`src/rtl/uart_pkg.sv`:
```
// Types and helpers shared by the UART receive and transmit paths.
package uart_pkg;

    typedef enum logic [1:0] {
        IDLE,
        START,
        DATA,
        STOP
    } uart_state_e;

    function automatic int baud_div(input int clk_freq, input int bps);
        return clk_freq / bps;
    endfunction

endpackage

```
`src/rtl/uart_rx_word_if.sv`:
```
// Valid/ready word channel from the UART receiver to the receive FIFO.
interface uart_rx_word_if #(
    parameter int DATA_WIDTH = 32
);
    logic [DATA_WIDTH-1:0] word_data;
    logic                  word_valid;
    logic                  word_ready;

    modport master (output word_data, output word_valid, input word_ready);
    modport slave  (input word_data, input word_valid, output word_ready);
endinterface

```
`src/rtl/uart_rx_byte.sv`:
```
// 8N1 byte receiver: input synchronizer, start-edge detect and mid-bit sampling FSM.
module uart_rx_byte
    import uart_pkg::*;
#(
    parameter int BAUD_DIV = 20,
    parameter int HALF_DIV = 10
) (
    input  logic       sys_clk,
    input  logic       sys_rst,
    input  logic       uart_rxd,
    output logic [7:0] byte_data,
    output logic       byte_valid,
    output logic       frame_err,
    output logic       line_idle
);
    localparam int TW = $clog2(BAUD_DIV + 1);

    logic          rxd_m, rxd_s, rxd_d;
    logic          fall;
    uart_state_e   state;
    logic [TW-1:0] timer;
    logic [2:0]    bit_idx;
    logic [7:0]    shift;

    assign fall      = rxd_d & ~rxd_s;
    assign line_idle = (state == IDLE);

    always_ff @(posedge sys_clk) begin
        if (sys_rst) begin
            rxd_m      <= 1'b1;
            rxd_s      <= 1'b1;
            rxd_d      <= 1'b1;
            state      <= IDLE;
            timer      <= '0;
            bit_idx    <= '0;
            shift      <= '0;
            byte_data  <= '0;
            byte_valid <= 1'b0;
            frame_err  <= 1'b0;
        end else begin
            rxd_m      <= uart_rxd;
            rxd_s      <= rxd_m;
            rxd_d      <= rxd_s;
            byte_valid <= 1'b0;
            frame_err  <= 1'b0;
            case (state)
                IDLE: begin
                    if (fall) begin
                        state <= START;
                        timer <= '0;
                    end
                end
                START: begin
                    if (timer == TW'(HALF_DIV - 1)) begin
                        timer   <= '0;
                        bit_idx <= '0;
                        // A start bit that is high again at mid-bit was a glitch.
                        state   <= rxd_s ? IDLE : DATA;
                    end else begin
                        timer <= timer + 1'b1;
                    end
                end
                DATA: begin
                    if (timer == TW'(BAUD_DIV - 1)) begin
                        timer   <= '0;
                        shift   <= {rxd_s, shift[7:1]};
                        bit_idx <= bit_idx + 3'd1;
                        if (bit_idx == 3'd7) state <= STOP;
                    end else begin
                        timer <= timer + 1'b1;
                    end
                end
                STOP: begin
                    if (timer == TW'(BAUD_DIV - 1)) begin
                        timer <= '0;
                        state <= IDLE;
                        if (rxd_s) begin
                            byte_data  <= shift;
                            byte_valid <= 1'b1;
                        end else begin
                            frame_err <= 1'b1;
                        end
                    end else begin
                        timer <= timer + 1'b1;
                    end
                end
                default: state <= IDLE;
            endcase
        end
    end
endmodule

```
`src/rtl/uart_rx_word.sv`:
```
// UART receive front end: packs 8N1 bytes little-endian into words on a valid/ready channel.
module uart_rx_word
    import uart_pkg::*;
#(
    parameter int CLK_FREQ     = 200000000,
    parameter int UART_BPS     = 9600,
    parameter int DATA_WIDTH   = 32,
    parameter int TIMEOUT_BITS = 20
) (
    input  logic           sys_clk,
    input  logic           sys_rst,
    input  logic           uart_rxd,
    uart_rx_word_if.master word_if,
    output logic           frame_err,
    output logic           overrun,
    output logic           timeout
);
    localparam int BAUD_DIV  = baud_div(CLK_FREQ, UART_BPS);
    localparam int HALF_DIV  = BAUD_DIV / 2;
    localparam int BYTES     = DATA_WIDTH / 8;
    localparam int TO_CYCLES = TIMEOUT_BITS * BAUD_DIV;
    localparam int CW        = (BYTES > 1) ? $clog2(BYTES) : 1;
    localparam int TOW       = $clog2(TO_CYCLES + 1);

    if (DATA_WIDTH < 8 || (DATA_WIDTH % 8) != 0) begin : g_bad_width
        $error("uart_rx_word: DATA_WIDTH must be a positive multiple of 8");
    end

    logic [7:0]            byte_data;
    logic                  byte_valid;
    logic                  line_idle;
    logic [DATA_WIDTH-1:0] asm_q, asm_next;
    logic [CW-1:0]         cnt;
    logic [TOW-1:0]        idle_cnt;
    logic                  last_lane, take;

    uart_rx_byte #(
        .BAUD_DIV (BAUD_DIV),
        .HALF_DIV (HALF_DIV)
    ) u_byte (
        .sys_clk    (sys_clk),
        .sys_rst    (sys_rst),
        .uart_rxd   (uart_rxd),
        .byte_data  (byte_data),
        .byte_valid (byte_valid),
        .frame_err  (frame_err),
        .line_idle  (line_idle)
    );

    assign last_lane = (cnt == CW'(BYTES - 1));
    assign take      = word_if.word_valid & word_if.word_ready;

    always_comb begin
        asm_next               = asm_q;
        asm_next[8*cnt +: 8]   = byte_data;
    end

    always_ff @(posedge sys_clk) begin
        if (sys_rst) begin
            asm_q              <= '0;
            cnt                <= '0;
            idle_cnt           <= '0;
            word_if.word_data  <= '0;
            word_if.word_valid <= 1'b0;
            overrun            <= 1'b0;
            timeout            <= 1'b0;
        end else begin
            overrun <= 1'b0;
            timeout <= 1'b0;
            if (take) word_if.word_valid <= 1'b0;

            // Partial word ages out only while the line sits idle.
            if (!line_idle || cnt == '0) begin
                idle_cnt <= '0;
            end else if (idle_cnt == TOW'(TO_CYCLES - 1)) begin
                idle_cnt <= '0;
                cnt      <= '0;
                timeout  <= 1'b1;
            end else begin
                idle_cnt <= idle_cnt + 1'b1;
            end

            if (byte_valid) begin
                if (last_lane) begin
                    cnt <= '0;
                    if (!word_if.word_valid || take) begin
                        word_if.word_data  <= asm_next;
                        word_if.word_valid <= 1'b1;
                    end else begin
                        overrun <= 1'b1;
                    end
                end else begin
                    asm_q <= asm_next;
                    cnt   <= cnt + 1'b1;
                end
            end
        end
    end
endmodule

```
`src/flat_wrapper.sv`:
```
// flat-port wrapper written by rule: the top's interface ports become plain ports
module uart_rx_word_flat import uart_pkg::*;
#(
    parameter int CLK_FREQ     = 200000000,
    parameter int UART_BPS     = 9600,
    parameter int DATA_WIDTH   = 32,
    parameter int TIMEOUT_BITS = 20
)
  (sys_clk, sys_rst, uart_rxd, frame_err, overrun, timeout, word_if_word_data, word_if_word_valid, word_if_word_ready);
  uart_rx_word_if #(.DATA_WIDTH(DATA_WIDTH)) word_if_i ();
  input  logic sys_clk;
  input  logic sys_rst;
  input  logic uart_rxd;
  output logic frame_err;
  output logic overrun;
  output logic timeout;
  output wire logic [$bits(word_if_i.word_data)-1:0] word_if_word_data;
  output wire logic [$bits(word_if_i.word_valid)-1:0] word_if_word_valid;
  input wire logic [$bits(word_if_i.word_ready)-1:0] word_if_word_ready;
  assign word_if_word_data = word_if_i.word_data;
  assign word_if_word_valid = word_if_i.word_valid;
  assign word_if_i.word_ready = word_if_word_ready;
  uart_rx_word #(.CLK_FREQ(CLK_FREQ), .UART_BPS(UART_BPS), .DATA_WIDTH(DATA_WIDTH), .TIMEOUT_BITS(TIMEOUT_BITS)) u_core (.sys_clk(sys_clk), .sys_rst(sys_rst), .uart_rxd(uart_rxd), .word_if(word_if_i), .frame_err(frame_err), .overrun(overrun), .timeout(timeout));
endmodule
```
`config.mk`:
```
export PLATFORM = sky130hd
export DESIGN_NAME = uart_rx_word_flat
export DESIGN_NICKNAME = d
export VERILOG_FILES = /design/src/rtl/uart_pkg.sv /design/src/rtl/uart_rx_word_if.sv /design/src/rtl/uart_rx_byte.sv /design/src/rtl/uart_rx_word.sv /design/src/flat_wrapper.sv
export SDC_FILE = /design/constraint.sdc
export NUM_CORES = 1
export LEC_CHECK = 0
export ABC_AREA = 1
export CAP_MARGIN = 20
export CORE_MARGIN = 5
export CORE_UTILIZATION = 50
export CTS_CLUSTER_SIZE = 14
export DETAILED_ROUTE_END_ITERATION = 6
export MAX_ROUTING_LAYER = met4
export PLACE_DENSITY = 0.69
export SYNTH_ARGS = -nofsm -noshare
export SYNTH_HDL_FRONTEND = slang
export SYNTH_SLANG_ARGS = --single-unit
```
`constraint.sdc`:
```
create_clock -name sys_clk -period 2.7 [get_ports sys_clk]
set_clock_uncertainty 0.1 [all_clocks]
set_input_delay 0.81 -clock sys_clk [delete_from_list [all_inputs] [get_ports sys_clk]]
set_output_delay 0.81 -clock sys_clk [all_outputs]
set_load 0.1 [all_outputs]
```
### Word level (Yosys, flattened, before mapping)

Index checks and enable logic that the tools add are counted.

| operators by class | value |
|---|---|
| shift-type cells | 2 |
| mux-type cells | 27 |
| equal/unequal tests | 14 |
| add/subtract/negate cells | 5 |
| bitwise gates (word level) | 7 |
| reductions and logical operators | 20 |

Operator list:

| operator | count |
|---|---|
| $mux W15 | 3 |
| $pmux W15 S3 | 1 |
| $neg A5 Y34 | 1 |
| $shift A8 B34 Y32 const A | 1 |
| $shiftx A8 B34 Y32 | 1 |
| $bwmux W32 | 1 |
| $mux W2 | 10 |
| $add A19 B1 Y19 const B | 1 |
| $eq A19 B19 Y1 const B | 1 |
| $add A15 B1 Y15 const B | 1 |
| $eq A15 B14 Y1 const B | 1 |
| $eq A15 B15 Y1 const B | 1 |
| $ne A2 B2 Y1 const B | 6 |
| $reduce_and A3 Y1 | 3 |
| $reduce_or A3 Y1 | 3 |
| $mux W1 | 8 |
| $pmux W2 S4 | 1 |
| $eq A2 B2 Y1 const B | 3 |
| $mux W3 | 2 |
| $pmux W3 S2 | 1 |
| $reduce_and A2 Y1 | 3 |
| $not A1 Y1 | 5 |
| $reduce_and A5 Y1 | 1 |
| $logic_not A2 Y1 | 2 |
| other kinds (9) | 14 |

| word-level totals | value |
|---|---|
| logic and storage cells | 92 |
| flip-flop bits (word level) | 129 |

### Logic depth before layout (Yosys ltp)

Gate-level depths: netlist of the first run.

| depth | value |
|---|---|
| depth after elaboration | 5 |
| gate-level depth with buffers | 14 |

### Modules after synthesis

From an unflattened synthesis of the first run, not the netlist that was laid out.

| unflattened totals | value |
|---|---|
| cell total of the unflattened synthesis | 864 |
| area, all modules | 6149.6 µm² |

Modules (own cells, without submodules):

| module | cells an instance | instances | area an instance (µm²) |
|---|---|---|---|
| uart_rx_word | 584 | 1 | 4185.3 |
| uart_rx_byte | 280 | 1 | 1964.4 |

### Worst setup path before layout of the first run

OpenSTA, ideal clock, no wires.

| path | value |
|---|---|
| path kind | flip-flop to flip-flop |
| from | register u_core.word_if.word_valid |
| to | register u_core.word_if.word_data[10] |
| period minus slack after synthesis | 2065 ps |
| slack | 635 ps |
| setup time | 115 ps |
| required time | 2485 ps |
| stages on the path, launching flop included | 7 |
| path buffers | 1 |
| arrival | 1849 ps |
| cell sequence | dfxtp_1 nand2_1 nand3_1 clkbuf_1 a21oi_1 o21ai_0 inv_1 |

| between the ends | value |
|---|---|
| longest elaborated chain between the ends | 3 |
| elaborated cells between the ends (all ways) | 4 |

RTL lines:

| item | RTL line | source |
|---|---|---|
| from (decl) | uart_rx_word_if.sv:9 | `modport master (output word_data, output word_valid, input word_ready);` |
| from (signal assigned) | uart_rx_word.sv:64 | `word_if.word_valid <= 1'b0;` |
| from (signal assigned) | uart_rx_word.sv:70 | `if (take) word_if.word_valid <= 1'b0;` |
| from (signal assigned) | uart_rx_word.sv:88 | `word_if.word_valid <= 1'b1;` |
| $and A1 B1 Y1 / $logic_not A1 Y1 (equally long branches) | uart_rx_word.sv:51, uart_rx_word.sv:86 |  |
| $logic_or A1 B1 Y1 (*) | uart_rx_word.sv:86 | `if (!word_if.word_valid \|\| take) begin` |
| $reduce_and A3 Y1 (no source line) (*) | - |  |
| to (signal assigned) | uart_rx_word.sv:87 | `word_if.word_data <= asm_next;` |
| to (decl) | uart_rx_word_if.sv:9 |  |

Mark *: on every way between the ends. The rest lies on a longest branch, timed or not.
A chain may end at the register's enable or synchronous reset.

### Final worst setup path of the first run

| path | value |
|---|---|
| from | register u_core.u_byte.timer[0] |
| to | register u_core.u_byte.timer[0] |

| between the ends | value |
|---|---|
| longest elaborated chain between the ends | 3 |
| elaborated cells between the ends (all ways) | 6 |

RTL lines:

| item | RTL line | source |
|---|---|---|
| from (decl) | uart_rx_byte.sv:21 | `logic [TW-1:0] timer;` |
| from (signal assigned) | uart_rx_byte.sv:60 | `timer <= timer + 1'b1;` |
| from (signal assigned) | uart_rx_byte.sv:70 | `timer <= timer + 1'b1;` |
| from (signal assigned) | uart_rx_byte.sv:84 | `timer <= timer + 1'b1;` |
| $add A15 B1 Y15 (tied with other cells) | uart_rx_byte.sv:60, uart_rx_byte.sv:70, uart_rx_byte.sv:84 |  |
| $mux W15, on equally long branches | uart_rx_byte.sv:64, uart_rx_byte.sv:74, uart_rx_byte.sv:54 |  |
| $pmux W15 S3 (*) | uart_rx_byte.sv:46 | `case (state)` |

Marks and branches as above.

==> results.ini, run 1 <==
[clocking]
ctsRootBufferMaster=clkbuf_16
post_cts_buffers=0
cts.hold.buffers_added=0
clk-insertion-delay-late_ps=420
cts.sinks=129
clk_pin_slew_ps=50
clockBufferDepth=2
numCtsBuffers=17
htreeDepth=4
ctsResizeCount=0
tritoncts=built

[floorplan]
core_sq_um=12100
die_area_sq_um=14700
fp.dieH_um=121
start_util_pct=51.2
ios=40
rows=40
die_width_um=121

[critical_path]
cp_slowest_cell=dfxtp_1
cp_top_family=simple AND/OR/NAND/NOR gates
end_kind=register
cp-start-kind=register
path_cells=ha_1 -> nand3_1 -> nor2_1 -> nand2_1 -> nand2_1 -> nand2_1 -> o21ai_0 -> inv_1
path_class=register to register
max_stage_delay_ps=450
reg2reg_depth=8
crit_buf_inv=1
cp.depth=8
cp_max_fo=13
cp_data_required_time_ps=2910
cpMostUsedCell=nand2_1
worst_ep_arrival_time_ps=2350

[timing]
worst_slew_pin_slew_ps=666
max_slew_margin_pct=55.6
fin_crit_sh_pct=79.4
setup_slack_ps=557
tns_ps=0
drv_slew=0
rsz0062_at_grt=false
clock.fmax_mhz=467
hold_slack_ps=330
hold_viol_final=0
fin_crit_ps=2140
setup_violations=0

[power]
seqPwrFrac_pct=46.7
p_switching_mw=0.844
powerDensity_nw_per_um2=574
netSwitchingFraction_pct=20.6
vdd_drop_max_uv=427
power_mw=4.10
power_frac_comb_pct=1.7
p_int_mw=3.25
leakage_nw=3.16
clock_power_share_pct=51.6

[yosys]
seq_area_frac_synth_pct=41.8
synthArstFlopShare_pct=0
synth_top_area_cell=dfxtp_1
netlist.area_leader.share_pct=41.8
synth_nets=924
synth.area.top_cells=dfxtp_1, inv_1, nand2_1
netlist_instances=909
netlist_area_sq_um=6180
yosysWarnings=0
synth_ff_type=dfxtp_1
ys_ff_latch=129
synth_edf_count=0
yosysUniqueCellTypes=30
syn_avg_cell_area_sq_um=6.80

[global_routing]
grt_first_pass_wirelength_mm=22.7
grt.overflow.total=0
grt_max_degree=79
antenna_found_initial=0
grt_pass1_vias=4933
grt.total_usage_pct=19.6

[finish]
area_growth_pct=15.4
drive_above_1_share_pct=9.62
diodes=0
mostFrequentLayoutCells=inv_1, nand2_1, dfxtp_1, a21oi_1, o21ai_0
layout_commonest_cell=inv_1
n_fill_cell=1184
final_nets=950

[route]
routed_wl_mm=13.4
vias=5439
viasPerCell=4.88
drc_errors=0
avgRoutedWirePerCell_um=12.0
drtAntennaViolNets=0
drt_iter0_drc=437
firstDrtPassIters=5

[place]
dp_slack_ps=294
place_congestion=0.886
dp_hpwl_mm=9.09
port_buffers=39

[status]
outcome=finished, final reports clean

[min_path]
holdPathStages=1
hold_path_class=register to register

[flow_run]
cap_violations=0

metrics by stage:
stage | util, % | std cells | area, sq um
3_5_place_dp | 54.7 | 1084 | 6600
5_1_grt | 59.2 | 1114 | 7140
3_3_place_gp | 54.7 | 1084 | 6600
4_1_cts | 59.2 | 1114 | 7140
2_1_floorplan | - | 909 | 6180
6_report | 59.2 | 1114 | 7140
power groups by stage:
| stage | clock network, mW | registers, mW | logic [mW] |
|---|---|---|---|
| 2_1_floorplan | 0 | 1.95 | 0.0462 |
| 3_3_place_gp | 0 | 1.95 | 0.0690 |
| 3_5_place_dp | 0 | 1.95 | 0.0692 |
| 4_1_cts | 2.15 | 1.91 | 0.0693 |
| 5_1_grt | 2.23 | 1.91 | 0.0771 |
| 6_report | 2.12 | 1.91 | 0.0686 |
worst reg2reg max path, stage by stage (launching register included):
cell	delay [ps]
dfxtp_1	450
ha_1	310
nand3_1	210
nor2_1	170
nand2_1	70
nand2_1	70
nand2_1	310
o21ai_0	280
inv_1	60
layout make-up:
| class | count | area, sq um | area share, % |
|---|---|---|---|
| inverter | 194 | 728 | 10.2 |
| multi-input combinational | 546 | 2710 | 37.9 |
| tap | 168 | 210 | 2.95 |
| clock buffer | 25 | 485 | 6.80 |
| timing repair buffer | 47 | 368 | 5.16 |
| clock inverter | 5 | 55.1 | 0.772 |
| sequential | 129 | 2580 | 36.2 |
per-layer routing:
metal  share of wire [%]  vias to the layer above  GRT usage, %
met1                  50                     2387          25.4
met3                 4.5                       20          4.85
met5                   0                        -             -
met2                  44                      106          30.4
li1                    -                     2926             -
met4                 1.2                        0          6.02
state kept, by name, indices dropped and copies added (netlist names), 2 cells and up, named ones only:
| register | flops |
|---|---|
| u_core.asm_q | 32 |
| u_core.word_if.word_data | 32 |
| u_core.idle_cnt | 19 |
| u_core.u_byte.timer | 15 |
| u_core.u_byte.byte_data | 8 |
| u_core.u_byte.shift | 8 |
| u_core.u_byte.bit_idx | 3 |
| u_core.cnt | 2 |
cell usage after synthesis (5+ instances only):
| library cell | instances |
|---|---|
| inv_1 | 190 |
| nand2_1 | 147 |
| dfxtp_1 | 129 |
| a21oi_1 | 95 |
| o21ai_0 | 87 |
| nor2_1 | 77 |
| nand3_1 | 39 |
| o22ai_1 | 24 |
| clkbuf_1 | 22 |
| nand4_1 | 19 |
| nor3_1 | 14 |
| ha_1 | 11 |
| buf_2 | 9 |
| buf_1 | 8 |
| or2_2 | 7 |
| xor2_1 | 5 |
final timing paths:
kind,slack [ps],to,startpoint
hold / removal,330,u_core.u_byte.rxd_s,u_core.u_byte.rxd_m
hold reg to reg,330,u_core.u_byte.rxd_s,u_core.u_byte.rxd_m
setup reg to reg,560,u_core.u_byte.timer[0],u_core.u_byte.timer[0]
setup / recovery,560,u_core.u_byte.timer[0],u_core.u_byte.timer[0]
kinds of logic after synthesis:
group	after synthesis	share of synthesized area, %
simple gates	317	22.7
buf+inv	234	14.5
compound gates	211	17.8
flops	129	41.8
fa+ha+maj	11	2.23
xor+xnor	7	0.992
Note: power is estimated with default switching activity, not from simulation.
==> run 2, diff against run 1 <==
==> constraint.sdc (replaced) <==
create_clock -name sys_clk -period 2.2 [get_ports sys_clk]
set_clock_uncertainty 0.1 [all_clocks]
set_input_delay 0.66 -clock sys_clk [delete_from_list [all_inputs] [get_ports sys_clk]]
set_output_delay 0.66 -clock sys_clk [all_outputs]
set_load 0.1 [all_outputs]
==> run 2 against run 1 <==
- worst setup slack lost 380 ps
- non-clock buffer count grew 12
- global-route usage grew 0.37 points
- fmax grew 6.1%
- register-to-register slack lost 380 ps
- sequential share of layout area shrank 3.0 points
- clock power grew 35%
- final cell count grew 1.3%
==> results.ini, run 2 (same netlist as run 1, synthesis figures left out) <==
[global_routing]
grt.total_usage_pct=20.0
grt_first_pass_wirelength_mm=23.0
grt.overflow.total=0
grt_max_degree=65
grt_pass1_vias=4990
antenna_found_initial=0

[route]
drc_errors=0
vias=5552
drt_iter0_drc=481
viasPerCell=4.92
avgRoutedWirePerCell_um=12.0
firstDrtPassIters=5
drtAntennaViolNets=0
routed_wl_mm=13.6

[critical_path]
reg2reg_depth=9
end_kind=register
cp-start-kind=register
ff2ff_setup_slack_ps=180
reg2reg_to=u_core.asm_q[19]
path_class=register to register
cp_max_fo=15
cp_data_required_time_ps=2410
worst_ep_arrival_time_ps=2230
reg2reg_from=u_core.cnt[1]

[power]
power_mw=5.31
leakage_nw=3.36
vdd_drop_max_uv=627
powerDensity_nw_per_um2=683

[finish]
top_regs=u_core.asm_q (32), u_core.word_if.word_data (32), u_core.idle_cnt (19)
final_area_sq_um=7770
layout_commonest_cell=inv_1
drive_above_1_share_pct=11.4
diodes=0
area_growth_pct=25.7
mostFrequentLayoutCells=inv_1, nand2_1, dfxtp_1, a21oi_1, o21ai_0
n_fill_cell=1093
final_nets=962

[floorplan]
ios=40
die_width_um=121
die_area_sq_um=14700
start_util_pct=51.2
fp.dieH_um=121
rows=40
core_sq_um=12100

[place]
dp_hpwl_mm=9.28
place_area_sq_um=7150
port_buffers=39
place_congestion=0.894

[min_path]
holdPathStages=1
min_to=u_core.u_byte.rxd_s
hold_path_class=register to register
min-delay-start=u_core.u_byte.rxd_m

[clocking]
numCtsBuffers=17
cts.sinks=129
tritoncts=built
ctsRootBufferMaster=clkbuf_16
cts.hold.buffers_added=0
clockBufferDepth=2
htreeDepth=4
clk_pin_slew_ps=60
clk-insertion-delay-late_ps=410

[timing]
setup_violations=0
rsz0062_at_grt=false
drv_slew=0
hold_viol_final=0
clock.fmax_mhz=495
max_slew_margin_pct=67.3
worst_slew_pin_slew_ps=488
fin_crit_sh_pct=91.8
hold_slack_ps=307
fin_crit_ps=2020
tns_ps=0

[status]
outcome=finished, final reports clean

[flow_run]
cap_violations=0

[run 2: cell types whose count changed in the layout (fill, tap and decap cells not counted), sizes merged]
| cell | delta |
|---|---|
| buf | +12 |
| clkbuf | -3 |
| bufinv | +2 |
| clkinv | +2 |
| clkinvlp | +2 |
| inv | -1 |
[run 2: per-stage QoR]
stage,setup slack [ps],utilization (%),instances
after floorplan,135,-,909
after global placement,159,59.2,1094
after detailed placement,127,59.2,1094
after CTS,183,64.3,1126
after global routing,3.84,64.4,1128
final,180,64.4,1128
[run 2: how the worst max path moves through the flow]
stage | from | endpoint | slack (ps) | cells past startpoint
floorplan | u_core.word_if.word_valid | u_core.word_if.word_data[10] | 140 | 6
global placement | word_if_word_ready | u_core.word_if.word_data[7] | 160 | 7
detailed placement | word_if_word_ready | u_core.word_if.word_data[14] | 130 | 7
CTS | u_core.cnt[1] | u_core.asm_q[9] | 180 | 7
global route | u_core.cnt[1] | u_core.idle_cnt[18] | 4 | 5
finish | u_core.cnt[1] | u_core.asm_q[19] | 180 | 9
[run 2: what timing repair did]
action	CTS	global route
resized for setup	0	1
setup endpoints to repair	0	5
endpoints found under the hold margin	0	0
setup buffers	0	2
[run 2: report_power, final]
group          switching [mW]  internal, mW  total (mW)
logic                  0.0623        0.0280      0.0903
registers             0.00426          2.34        2.35
clock network            1.01          1.86        2.87
[run 2: area by class of cell]
class                      count  area (sq um)  area share (%)
clock inverter                10           133            1.71
multi-input combinational    546          2710            34.8
clock buffer                  22           474            6.10
sequential                   129          2580            33.2
timing repair buffer          59           933            12.0
tap                          168           210            2.70
inverter                     194           732            9.42
[run 2: critical path, cell delays in order, from the launching register on]
cell and delay, ps:
dfxtp_1 360, inv_1 110, ha_1 430, clkinvlp_4 160
buf_4 200, buf_4 150, nand2_1 60, o22ai_1 100
o21ai_0 190, inv_1 60
[run 2: metal layers]
layer | vias up | global-route usage [%] | share of wire [%]
li1 | 2965 | - | -
met1 | 2460 | 25.8 | 48
met2 | 103 | 30.5 | 46
met3 | 24 | 4.24 | 3.8
met4 | 0 | 8.33 | 2.2
met5 | - | - | 0
